File: config.mk
export PLATFORM = sky130hd
export DESIGN_NAME = ula_issue
export DESIGN_NICKNAME = d
export VERILOG_FILES = /design/src/rtl/ula_issue.sv
export SDC_FILE = /design/constraint.sdc
export NUM_CORES = 1
export LEC_CHECK = 0
export ABC_AREA = 1
export BUFFER_PORTS_ARGS = -buffer_cell sky130_fd_sc_hd__buf_2
export CAP_MARGIN = 30
export CORE_UTILIZATION = 35
export CTS_BUF_LIST = sky130_fd_sc_hd__clkbuf_8 sky130_fd_sc_hd__clkbuf_16
export CTS_CLUSTER_DIAMETER = 50
export CTS_CLUSTER_SIZE = 10
export DETAILED_ROUTE_END_ITERATION = 16
export MAX_ROUTING_LAYER = met4
export PLACE_DENSITY = 0.76
export SLEW_MARGIN = 20
export SYNTH_ARGS = -nofsm -noshare
export SYNTH_HDL_FRONTEND = slang
export SYNTH_SLANG_ARGS = --single-unit
File: constraint.sdc
create_clock -name clk -period 1.4 [get_ports clk]
set_input_delay 0.28 -clock clk [delete_from_list [all_inputs] [get_ports clk]]
set_output_delay 0.28 -clock clk [all_outputs]
set_load 0.03 [all_outputs]
File: src/rtl/ula_issue.sv
// Issue/control stage for the combinational ALU: decodes a request,
// drives the ALU from registers, waits a settle window, returns result.
//
// Ports:
//   clk, rst               clock, synchronous active-high reset
//   in_valid/in_ready      request handshake
//   alu_op, funct          operation class and MIPS R-type funct
//   op_a, op_b             request operands
//   alu_a, alu_b, alu_sel  registered ALU drive
//   alu_s                  combinational ALU result
//   out_valid/out_ready    response handshake
//   result, zero, illegal  captured response
//
// alu_sel encoding: 0=ADD 1=SUB 2=AND 3=OR 4=NOR 5=SLT 6=SLTU
module ula_issue #(
    parameter int SETTLE_CYCLES = 1,
    parameter int WIDTH         = 32
) (
    input  logic             clk,
    input  logic             rst,
    input  logic             in_valid,
    output logic             in_ready,
    input  logic [1:0]       alu_op,
    input  logic [5:0]       funct,
    input  logic [WIDTH-1:0] op_a,
    input  logic [WIDTH-1:0] op_b,
    output logic [WIDTH-1:0] alu_a,
    output logic [WIDTH-1:0] alu_b,
    output logic [2:0]       alu_sel,
    input  logic [WIDTH-1:0] alu_s,
    output logic             out_valid,
    input  logic             out_ready,
    output logic [WIDTH-1:0] result,
    output logic             zero,
    output logic             illegal
);

    localparam logic [2:0] OP_ADD  = 3'd0;
    localparam logic [2:0] OP_SUB  = 3'd1;
    localparam logic [2:0] OP_AND  = 3'd2;
    localparam logic [2:0] OP_OR   = 3'd3;
    localparam logic [2:0] OP_NOR  = 3'd4;
    localparam logic [2:0] OP_SLT  = 3'd5;
    localparam logic [2:0] OP_SLTU = 3'd6;

    localparam logic [3:0] CNT_INIT = 4'(SETTLE_CYCLES - 1);

    typedef enum logic [1:0] {
        IDLE,
        EXEC,
        RESP
    } state_t;

    state_t           state_q, state_d;
    logic [3:0]       cnt_q, cnt_d;
    logic [WIDTH-1:0] a_q, a_d;
    logic [WIDTH-1:0] b_q, b_d;
    logic [2:0]       sel_q, sel_d;
    logic [WIDTH-1:0] res_q, res_d;
    logic             zero_q, zero_d;
    logic             ill_q, ill_d;

    logic [2:0]       dec_op;
    logic             dec_ill;

    // Illegal requests still get a defined select (ADD).
    always_comb begin
        dec_op  = OP_ADD;
        dec_ill = 1'b0;
        unique case (alu_op)
            2'b00: dec_op = OP_ADD;
            2'b01: dec_op = OP_SUB;
            2'b10: begin
                unique case (funct)
                    6'h20, 6'h21: dec_op = OP_ADD;
                    6'h22, 6'h23: dec_op = OP_SUB;
                    6'h24:        dec_op = OP_AND;
                    6'h25:        dec_op = OP_OR;
                    6'h27:        dec_op = OP_NOR;
                    6'h2A:        dec_op = OP_SLT;
                    6'h2B:        dec_op = OP_SLTU;
                    default:      dec_ill = 1'b1;
                endcase
            end
            default: dec_ill = 1'b1;
        endcase
    end

    always_comb begin
        state_d = state_q;
        cnt_d   = cnt_q;
        a_d     = a_q;
        b_d     = b_q;
        sel_d   = sel_q;
        res_d   = res_q;
        zero_d  = zero_q;
        ill_d   = ill_q;
        unique case (state_q)
            IDLE: begin
                if (in_valid) begin
                    a_d   = op_a;
                    b_d   = op_b;
                    sel_d = dec_op;
                    if (dec_ill) begin
                        res_d   = '0;
                        zero_d  = 1'b0;
                        ill_d   = 1'b1;
                        state_d = RESP;
                    end else begin
                        cnt_d   = CNT_INIT;
                        state_d = EXEC;
                    end
                end
            end
            EXEC: begin
                if (cnt_q != 4'd0) begin
                    cnt_d = cnt_q - 4'd1;
                end else begin
                    res_d   = alu_s;
                    zero_d  = (alu_s == '0);
                    ill_d   = 1'b0;
                    state_d = RESP;
                end
            end
            RESP: begin
                if (out_ready) begin
                    state_d = IDLE;
                end
            end
            default: state_d = IDLE;
        endcase
    end

    always_ff @(posedge clk) begin
        if (rst) begin
            state_q <= IDLE;
            cnt_q   <= '0;
            a_q     <= '0;
            b_q     <= '0;
            sel_q   <= OP_ADD;
            res_q   <= '0;
            zero_q  <= 1'b0;
            ill_q   <= 1'b0;
        end else begin
            state_q <= state_d;
            cnt_q   <= cnt_d;
            a_q     <= a_d;
            b_q     <= b_d;
            sel_q   <= sel_d;
            res_q   <= res_d;
            zero_q  <= zero_d;
            ill_q   <= ill_d;
        end
    end

    assign in_ready  = (state_q == IDLE);
    assign out_valid = (state_q == RESP);
    assign alu_a     = a_q;
    assign alu_b     = b_q;
    assign alu_sel   = sel_q;
    assign result    = res_q;
    assign zero      = zero_q;
    assign illegal   = ill_q;

endmodule

# After elaboration in Yosys (flattened, before gate mapping)
# Cells that the tools add are included.
# totals
reg_bits	107
input_bits	108
out_inout_bits	103
wordCells	65
# op_classes
add_sub_neg	1
n_eq_ne	19
muxes	25
n_reduce_logical	12
# ops
op	count
$mux 32	3
$pmux 32 s2	1
$eq 6x6->1 const B	9
$logic_not 32->1	1
$pmux 3 s6	1
$mux 4	3
$reduce_or 9->1	1
$mux 2	4
$ne 2x2->1 const B	4
$pmux 4 s2	1
$reduce_and 4->1	2
$mux 1	7
$pmux 1 s2	3
$pmux 2 s3	1
$pmux 3 s2	1
$eq 2x1->1 const B	2
$eq 2x2->1 const B	2
$logic_not 2->1	2
$ne 2x1->1 const B	2
$reduce_bool 4->1	1
$reduce_or 2->1	2
$sub 4x1->4 const B	1
$reduce_and 3->1	1
$reduce_and 2->1	1
$reduce_bool 2->1	1

# Longest topological paths before layout
# Gate-level depths: netlist (run 1).
# depth
depth_word	7
ltp_mapped	12
depth_no_buf	12

# Worst setup path after synthesis (run 1)
# Ideal clock, no wire load.
# synth_timing
path_type	flip-flop to flip-flop
from	register state_q[0]
to	register res_q[18] (netlist: result[18])
setup_ns	0.112
arrival_ns	1.264
required_ns	1.288
setup_slack_ns	0.024
path_stages_with_launch	10
path_buffers	2
synth_period_minus_slack_ns	1.376
cell_sequence	dfxtp_1 -> inv_2 -> nor2_2 -> nand4_1 -> nand2_2 -> buf_6 -> buf_6 -> nand3_2 -> nand2_1 -> nor2_1
# synth_via
elab_chain_cells	3
elab_cells_between_ends	8
classes_between	eq/ne: 4; mux: 1; reduce/logical: 3
# synth_rtl
element	line_no	source
start, declared	54	state_t state_q, state_d;
start signal, assigned	145	state_q <= state_d;
$eq 2x1->1 / $logic_not 2->1 (equally long branches)	98	unique case (state_q)
$ne 2x2->1 (no line) (tied with other cells)	n/a	
$reduce_and 4->1 (no line)	n/a	
end signal, assigned	150	res_q <= res_d;
end, declared	59	logic [WIDTH-1:0] res_q, res_d;
# Several ways; a longest one is shown, not always the timed one.
# A chain may end at the register's enable or synchronous reset.

# Final worst setup path (run 1)
# layout_timing
from	register state_q[0]
to	register res_q[19] (netlist: result[19])
# Same word-level chain as after synthesis.

==> impl_metrics.ini, run 1 <==
[timing]
timing.final.crit_share = 1.08
post-route-worst-setup-slack_ns = -0.106
timing.final.max_slew_violations = 0
finalHoldViolations = 0
fin_crit_ns = 1.51
tightestPinTransition_ns = 0.343
finClkSkew_ns = 0.00609
final_setup_fails = 37
clock.fmax_ghz = 0.664
tightest_hold_margin_ns = 0.159
setup_repair_after_global_routing_missed_its_margin = yes
max_slew_margin_vs_limit = 0.769
finalSetupTns_ns = -2.19

[synth]
synth.net_count = 742
area_share_of_the_leading_cell_type_in_the_synthesized_netlist = 0.475
syn-mean-instance-area_sq_um = 7.17
post_synth_num_cell_types = 28
yosys_warnings = 0
yosysSeqAreaShare = 0.475
mappedNetlistArea_sq_um = 4510
ys_ff_latch = 107
yosysTopAreaCell = sky130_fd_sc_hd__dfxtp_1
synthesis.instances = 629
ys_top_cells_by_area = sky130_fd_sc_hd__dfxtp_1, sky130_fd_sc_hd__nor2_1, sky130_fd_sc_hd__nand2_1

[clock_network]
clock-root-buffer = sky130_fd_sc_hd__clkbuf_16
clk_pin_slew_worst_paths_ns = 0.07
cts.hold.buffers_added = 0
cts-htree-levels = 3
ctsLongestPathBuffers = 2
cts-buffers-inserted = 9
cts_sinks = 107
clock_insertion_delay_worst_skew_ns = 0.35
tritoncts = built

[worst_setup_path]
criticalPathCategory = reg -> reg
worst-path-buf-inv = 3
critPathLaunchType = register
cp_data_arrival_time_ns = 1.80
critical_path.endpoint_type = register
worstPathCellList = buf_6, inv_4, nor2_4, nand4_1, nand2_4, nand2_8, buf_6, nand2_2, nand2_1, nor2_1
cpLargestDelayFamily = simple AND/OR/NAND/NOR gates
crit_required_ns = 1.69
maximum_fanout_along_the_worst_path = 5
critical-path-top-cell-by-count = sky130_fd_sc_hd__buf_6
crit_path_max_incr_delay_ns = 0.36
crit_path_top_delay_cell = sky130_fd_sc_hd__dfxtp_4

[run]
maxCapViolations = 0

[route]
routed-via-count = 4705
routed_wirelength_um = 12700
post_drt_wl_per_cell_um = 12.4
drc = 0
drt-initial-drc-count = 376
avgViaCountPerCell = 4.57
detail-route-antenna-nets = 0
drt_pre_antenna_iters = 4

[pwr]
leakage_nw = 3.24
ir_drop_uv = 596
power_density_nw_per_um2 = 1500

[run_status]
failed_checks = setup timing
outcome = finished, violations left

[global_routing]
pin_count_of_the_biggest_net_entering_global_routing = 65
grt_pass1_wl_um = 18900
grt_pass1_vias = 4123
overall_fraction_of_global_route_tracks_in_use = 0.185
initial_antenna_violation_count = 1
grt_remaining_overflow = 0

[floorplanning]
die_area_sq_um = 13300
die_extent_in_y_um = 116
floorplan.die.width_um = 116
floorplan.io_pins = 211
core_region_area_sq_um = 12600
rows = 41
start_util = 0.358

[hold_path]
worst_hold_path_type = in -> reg

[place]
post-place-cells = 1004
dpl_worst_slack_ns = -0.355
place.gp.congestion = 0.788
post-dp-hpwl_um = 8440
io_buffers = 210

[layout]
utilization = 0.514
total_number_of_nets_in_the_final_design = 964
drive_above_1_share = 0.371
final_cells = 1029
layout-area-overhead-vs-synth_pct = 43.8
filler_cell_count = 1220
## area by class of cell
type / instances / area, sq um / area share
Clock inverter: 6 / 86.3 / 0.0133
Clock buffer: 10 / 239 / 0.0368
Multi-Input combinational cell: 460 / 2160 / 0.333
Tap cell: 172 / 215 / 0.0332
Sequential cell: 107 / 2150 / 0.332
Timing Repair Buffer: 249 / 1530 / 0.235
Antenna cell: 1 / 2.50 / 0.000386
Inverter: 24 / 108 / 0.0166
## layout by cell type (no fill, tap or decap), types with 5 or more instances in the layout
master                      instances
sky130_fd_sc_hd__nor2_1           217
sky130_fd_sc_hd__o21ai_0           56
sky130_fd_sc_hd__buf_2            209
sky130_fd_sc_hd__buf_12             8
sky130_fd_sc_hd__nor2_2             5
sky130_fd_sc_hd__nand2_1           90
sky130_fd_sc_hd__a21oi_2            5
sky130_fd_sc_hd__inv_1             17
sky130_fd_sc_hd__dfxtp_1          104
sky130_fd_sc_hd__nand3_2           16
sky130_fd_sc_hd__buf_6             10
sky130_fd_sc_hd__nand3_1           25
sky130_fd_sc_hd__o21ai_1           10
sky130_fd_sc_hd__clkbuf_16         11
sky130_fd_sc_hd__buf_4             19
sky130_fd_sc_hd__a21oi_1            5
sky130_fd_sc_hd__nand2_2            7
## timing repair
action	4_1_cts	5_1_grt
cloned	0	4
setup endpoints to repair	32	46
pin swaps	2	9
gates resized for setup	19	36
buffers inserted	3	1
## final timing paths
path,slack (ns),cells past startpoint,start,endpoint
hold reg to reg,0.46,2,alu_sel[1],alu_sel[1]
setup / recovery,-0.11,10,state_q[0],result[19]
setup reg to reg,-0.11,10,state_q[0],result[19]
hold / removal,0.16,3,op_a[30],alu_a[30]
## through the flow
stage | cell area (sq um) | power, mW
5_1_grt | 6490 | 10.2
3_3_place_gp | 5870 | 6.65
2_1_floorplan | 4510 | 5.78
6_report | 6490 | 9.71
4_1_cts | 6290 | 9.58
3_5_place_dp | 5870 | 6.69
## registers in the layout, summed over array words and instances (netlist names)
register	flops
alu_a	32
alu_b	32
alu_sel	3
cnt_q	4
illegal	1
result	32
state_q	2
zero	1
## cells in the mapped netlist
master	n
sky130_fd_sc_hd__nand3_4	1
sky130_fd_sc_hd__a31oi_1	1
sky130_fd_sc_hd__a21oi_1	10
sky130_fd_sc_hd__nand3_2	11
sky130_fd_sc_hd__dfxtp_1	107
sky130_fd_sc_hd__ha_1	5
sky130_fd_sc_hd__buf_8	1
sky130_fd_sc_hd__inv_2	4
sky130_fd_sc_hd__nand4_1	4
sky130_fd_sc_hd__nor4_1	2
sky130_fd_sc_hd__o21ai_0	57
sky130_fd_sc_hd__inv_1	20
sky130_fd_sc_hd__nor2_1	220
sky130_fd_sc_hd__buf_4	6
sky130_fd_sc_hd__nand2_4	2
sky130_fd_sc_hd__nand2_1	96
sky130_fd_sc_hd__buf_2	12
sky130_fd_sc_hd__nor2_4	1
sky130_fd_sc_hd__nand3_1	30
sky130_fd_sc_hd__or2_2	1
sky130_fd_sc_hd__nor2_2	4
sky130_fd_sc_hd__nand2_2	2
sky130_fd_sc_hd__o21ai_1	9
sky130_fd_sc_hd__nor3_1	2
sky130_fd_sc_hd__o31ai_1	1
sky130_fd_sc_hd__buf_6	3
sky130_fd_sc_hd__nor2_8	1
sky130_fd_sc_hd__clkbuf_1	16
## report_power, final
part	leakage [nW]	switching, mW	total (mW)	internal, mW
clock network	0.159	1.15	2.77	1.62
registers	0.886	0.206	3.67	3.46
logic	2.19	2.10	3.27	1.17
total	3.24	3.46	9.71	6.25
## kinds of logic (layout without fill, tap and decap cells)
kind of cell,after synthesis,count (layout),synth area share
simple gates,377,377,0.357
other cells,0,1,0
flops,107,107,0.475
fa+ha+maj,5,5,0.0139
buf+inv,62,289,0.0674
compound gates,78,78,0.0874
## tightest hold or removal path: cells and delay by family
kind	cells	cell delay, ns
buffers and inverters	1	0.08
AOI/OAI and AO/OA	1	0.06
and+or+nand+nor	1	0.07
## per-layer routing
metal	track usage	vias up	share of wire
met5	-	-	0
met4	0.0961	0	0.025
met3	0.0408	26	0.061
met2	0.292	155	0.48
met1	0.220	2096	0.43
li1	-	2428	-
Note: power is estimated with default switching activity, not from simulation.
==> inputs of run 2 (changes only) <==
--- a/config.mk
+++ b/config.mk
@@ -14,4 +14,5 @@
 export CTS_CLUSTER_SIZE = 10
 export DETAILED_ROUTE_END_ITERATION = 16
+export HOLD_SLACK_MARGIN = 0.03
 export MAX_ROUTING_LAYER = met4
 export PLACE_DENSITY = 0.76
==> constraint.sdc (replaced) <==
create_clock -name clk -period 1.4 [get_ports clk]
set_input_delay 0.28 -clock clk [delete_from_list [all_inputs] [get_ports clk]]
set_output_delay 0.28 -clock clk [all_outputs]
set_load 0.05 [all_outputs]
==> impl_metrics.ini, run 2 (synthesis results as in run 1) <==
[run_status]
outcome = finished, final reports clean

[place]
post-place-cells = 997
post-dp-hpwl_um = 8450
placedInstanceArea_sq_um = 5800
place.gp.congestion = 0.772
io_buffers = 210
dpl_worst_slack_ns = -0.327

[worst_setup_path]
crit-reg2reg-capture = alu_a[12]
r2r-start = state_q[0]
cp_data_arrival_time_ns = 1.12
worst-r2r-setup-slack_ns = 0.03
r2r.worst_path.cells = 5
maximum_fanout_along_the_worst_path = 5
crit_required_ns = 1.12
critical_path.endpoint_type = primary output
crit_path_start = state_q[1]
criticalPathCategory = reg -> out
critPathLaunchType = register

[global_routing]
overall_fraction_of_global_route_tracks_in_use = 0.181
grt_pass1_wl_um = 18400
grt_remaining_overflow = 0
grt_pass1_vias = 4078
pin_count_of_the_biggest_net_entering_global_routing = 67
initial_antenna_violation_count = 0

[clock_network]
cts-htree-levels = 3
clock_insertion_delay_worst_skew_ns = 0.35
ctsLongestPathBuffers = 2
clk_pin_slew_worst_paths_ns = 0.07
cts_sinks = 107
cts-buffers-inserted = 9
clock-root-buffer = sky130_fd_sc_hd__clkbuf_16
tritoncts = built

[layout]
drive_above_1_share = 0.351
final_cells = 1015
antenna-diode-count = 0
layout-area-overhead-vs-synth_pct = 38.0
filler_cell_count = 1293
total_number_of_nets_in_the_final_design = 951
stdcell_area_sq_um = 6220
most-common-layout-cells = sky130_fd_sc_hd__nor2_1, sky130_fd_sc_hd__buf_2, sky130_fd_sc_hd__dfxtp_1
utilization = 0.493
final_common_cell = sky130_fd_sc_hd__nor2_1

[timing]
post-route-worst-setup-slack_ns = 0.00374
max_slew_margin_vs_limit = 0.768
finalSetupTns_ns = 0
clock.fmax_ghz = 0.716
fin_crit_ns = 1.40
tightestPinTransition_ns = 0.345
setup_repair_after_global_routing_missed_its_margin = yes
finalHoldViolations = 0
timing.final.crit_share = 0.997
tightest_hold_margin_ns = 0.162
timing.final.max_slew_violations = 0
finClkSkew_ns = 0.00516
final_setup_fails = 0

[floorplanning]
rows = 41
floorplan.io_pins = 211
die_area_sq_um = 13300
floorplan.die.width_um = 116
core_region_area_sq_um = 12600
start_util = 0.358
die_extent_in_y_um = 116

[pwr]
power_density_nw_per_um2 = 1570
power_switching_mw = 4.01
leakage_nw = 3.10
switching_share = 0.411
power.share.clock = 0.252
part_of_the_total_power_dissipated_in_combinational_logic = 0.370
report.power.total_mw = 9.75
sequential_power_share = 0.378
ir_drop_uv = 806
power_report.internal_total_mw = 5.74

[run]
maxCapViolations = 0

[hold_path]
worst_hold_path_type = in -> reg
holdCritStartpoint = op_a[22]
min_to = alu_a[22]
whs_path_depth = 3

[route]
routed_wirelength_um = 12000
post_drt_wl_per_cell_um = 11.8
avgViaCountPerCell = 4.54
drt-initial-drc-count = 204
drt_pre_antenna_iters = 4
detail-route-antenna-nets = 0
routed-via-count = 4607
drc = 0
==> run 2: cell types whose count changed in the layout (fill, tap and decap cells not counted), moves of 3 or more <==
cell and delta:
sky130_fd_sc_hd__clkinvlp_4 +3, sky130_fd_sc_hd__buf_6 -5, sky130_fd_sc_hd__nand3_1 +4, sky130_fd_sc_hd__nand2_2 -5, sky130_fd_sc_hd__buf_4 -3, sky130_fd_sc_hd__buf_12 -4, sky130_fd_sc_hd__nand2_1 +6, sky130_fd_sc_hd__nand3_2 -4
==> run 2: critical path: stages (launching register included) <==
cell                      delay (ns)
sky130_fd_sc_hd__dfxtp_4        0.42
sky130_fd_sc_hd__inv_2          0.06
sky130_fd_sc_hd__nor2_4         0.11
sky130_fd_sc_hd__buf_6          0.16
==> run 2: how the worst max path moves through the flow <==
stage / endpoint / slack (ns) / cells after the start
after CTS: out_valid / -0.05 / 3
after detailed placement: result[7] / -0.33 / 11
after global routing: cnt_q[1] / -0.04 / 9
after floorplan: result[18] / 0.02 / 8
after global placement: result[8] / -0.25 / 11
final: out_valid / 0.004 / 3
==> run 2: final cells by class <==
class	instances	area [sq um]	area share
clock buffer	10	239	0.0384
multi-input combinational	460	2120	0.340
inverter	24	103	0.0165
sequential	107	2150	0.346
tap	172	215	0.0346
timing repair buffer	236	1350	0.217
clock inverter	6	47.5	0.00764
==> run 2: what timing repair did <==
item                       4_1_cts  5_1_grt
cloned                           0        1
hold buffers                     0        0
pin swaps                        0        7
buffers inserted                 0        1
gates resized for setup          7       27
setup endpoints to repair       32       55
==> run 2: metal layers <==
metal | vias up | track usage | share of wire
li1 | 2399 | - | -
met1 | 2033 | 0.210 | 0.45
met2 | 155 | 0.302 | 0.48
met3 | 20 | 0.0356 | 0.053
met4 | 0 | 0.0814 | 0.020
met5 | - | - | 0
==> run 2: power groups by stage <==
stage               clock network, mW  registers (mW)  logic (mW)
floorplan                           0            5.09        1.29
global placement                    0            3.73        3.44
detailed placement                  0            3.75        3.48
CTS                              2.55            3.68        3.51
global route                     2.66            3.74        3.91
finish                           2.46            3.69        3.61
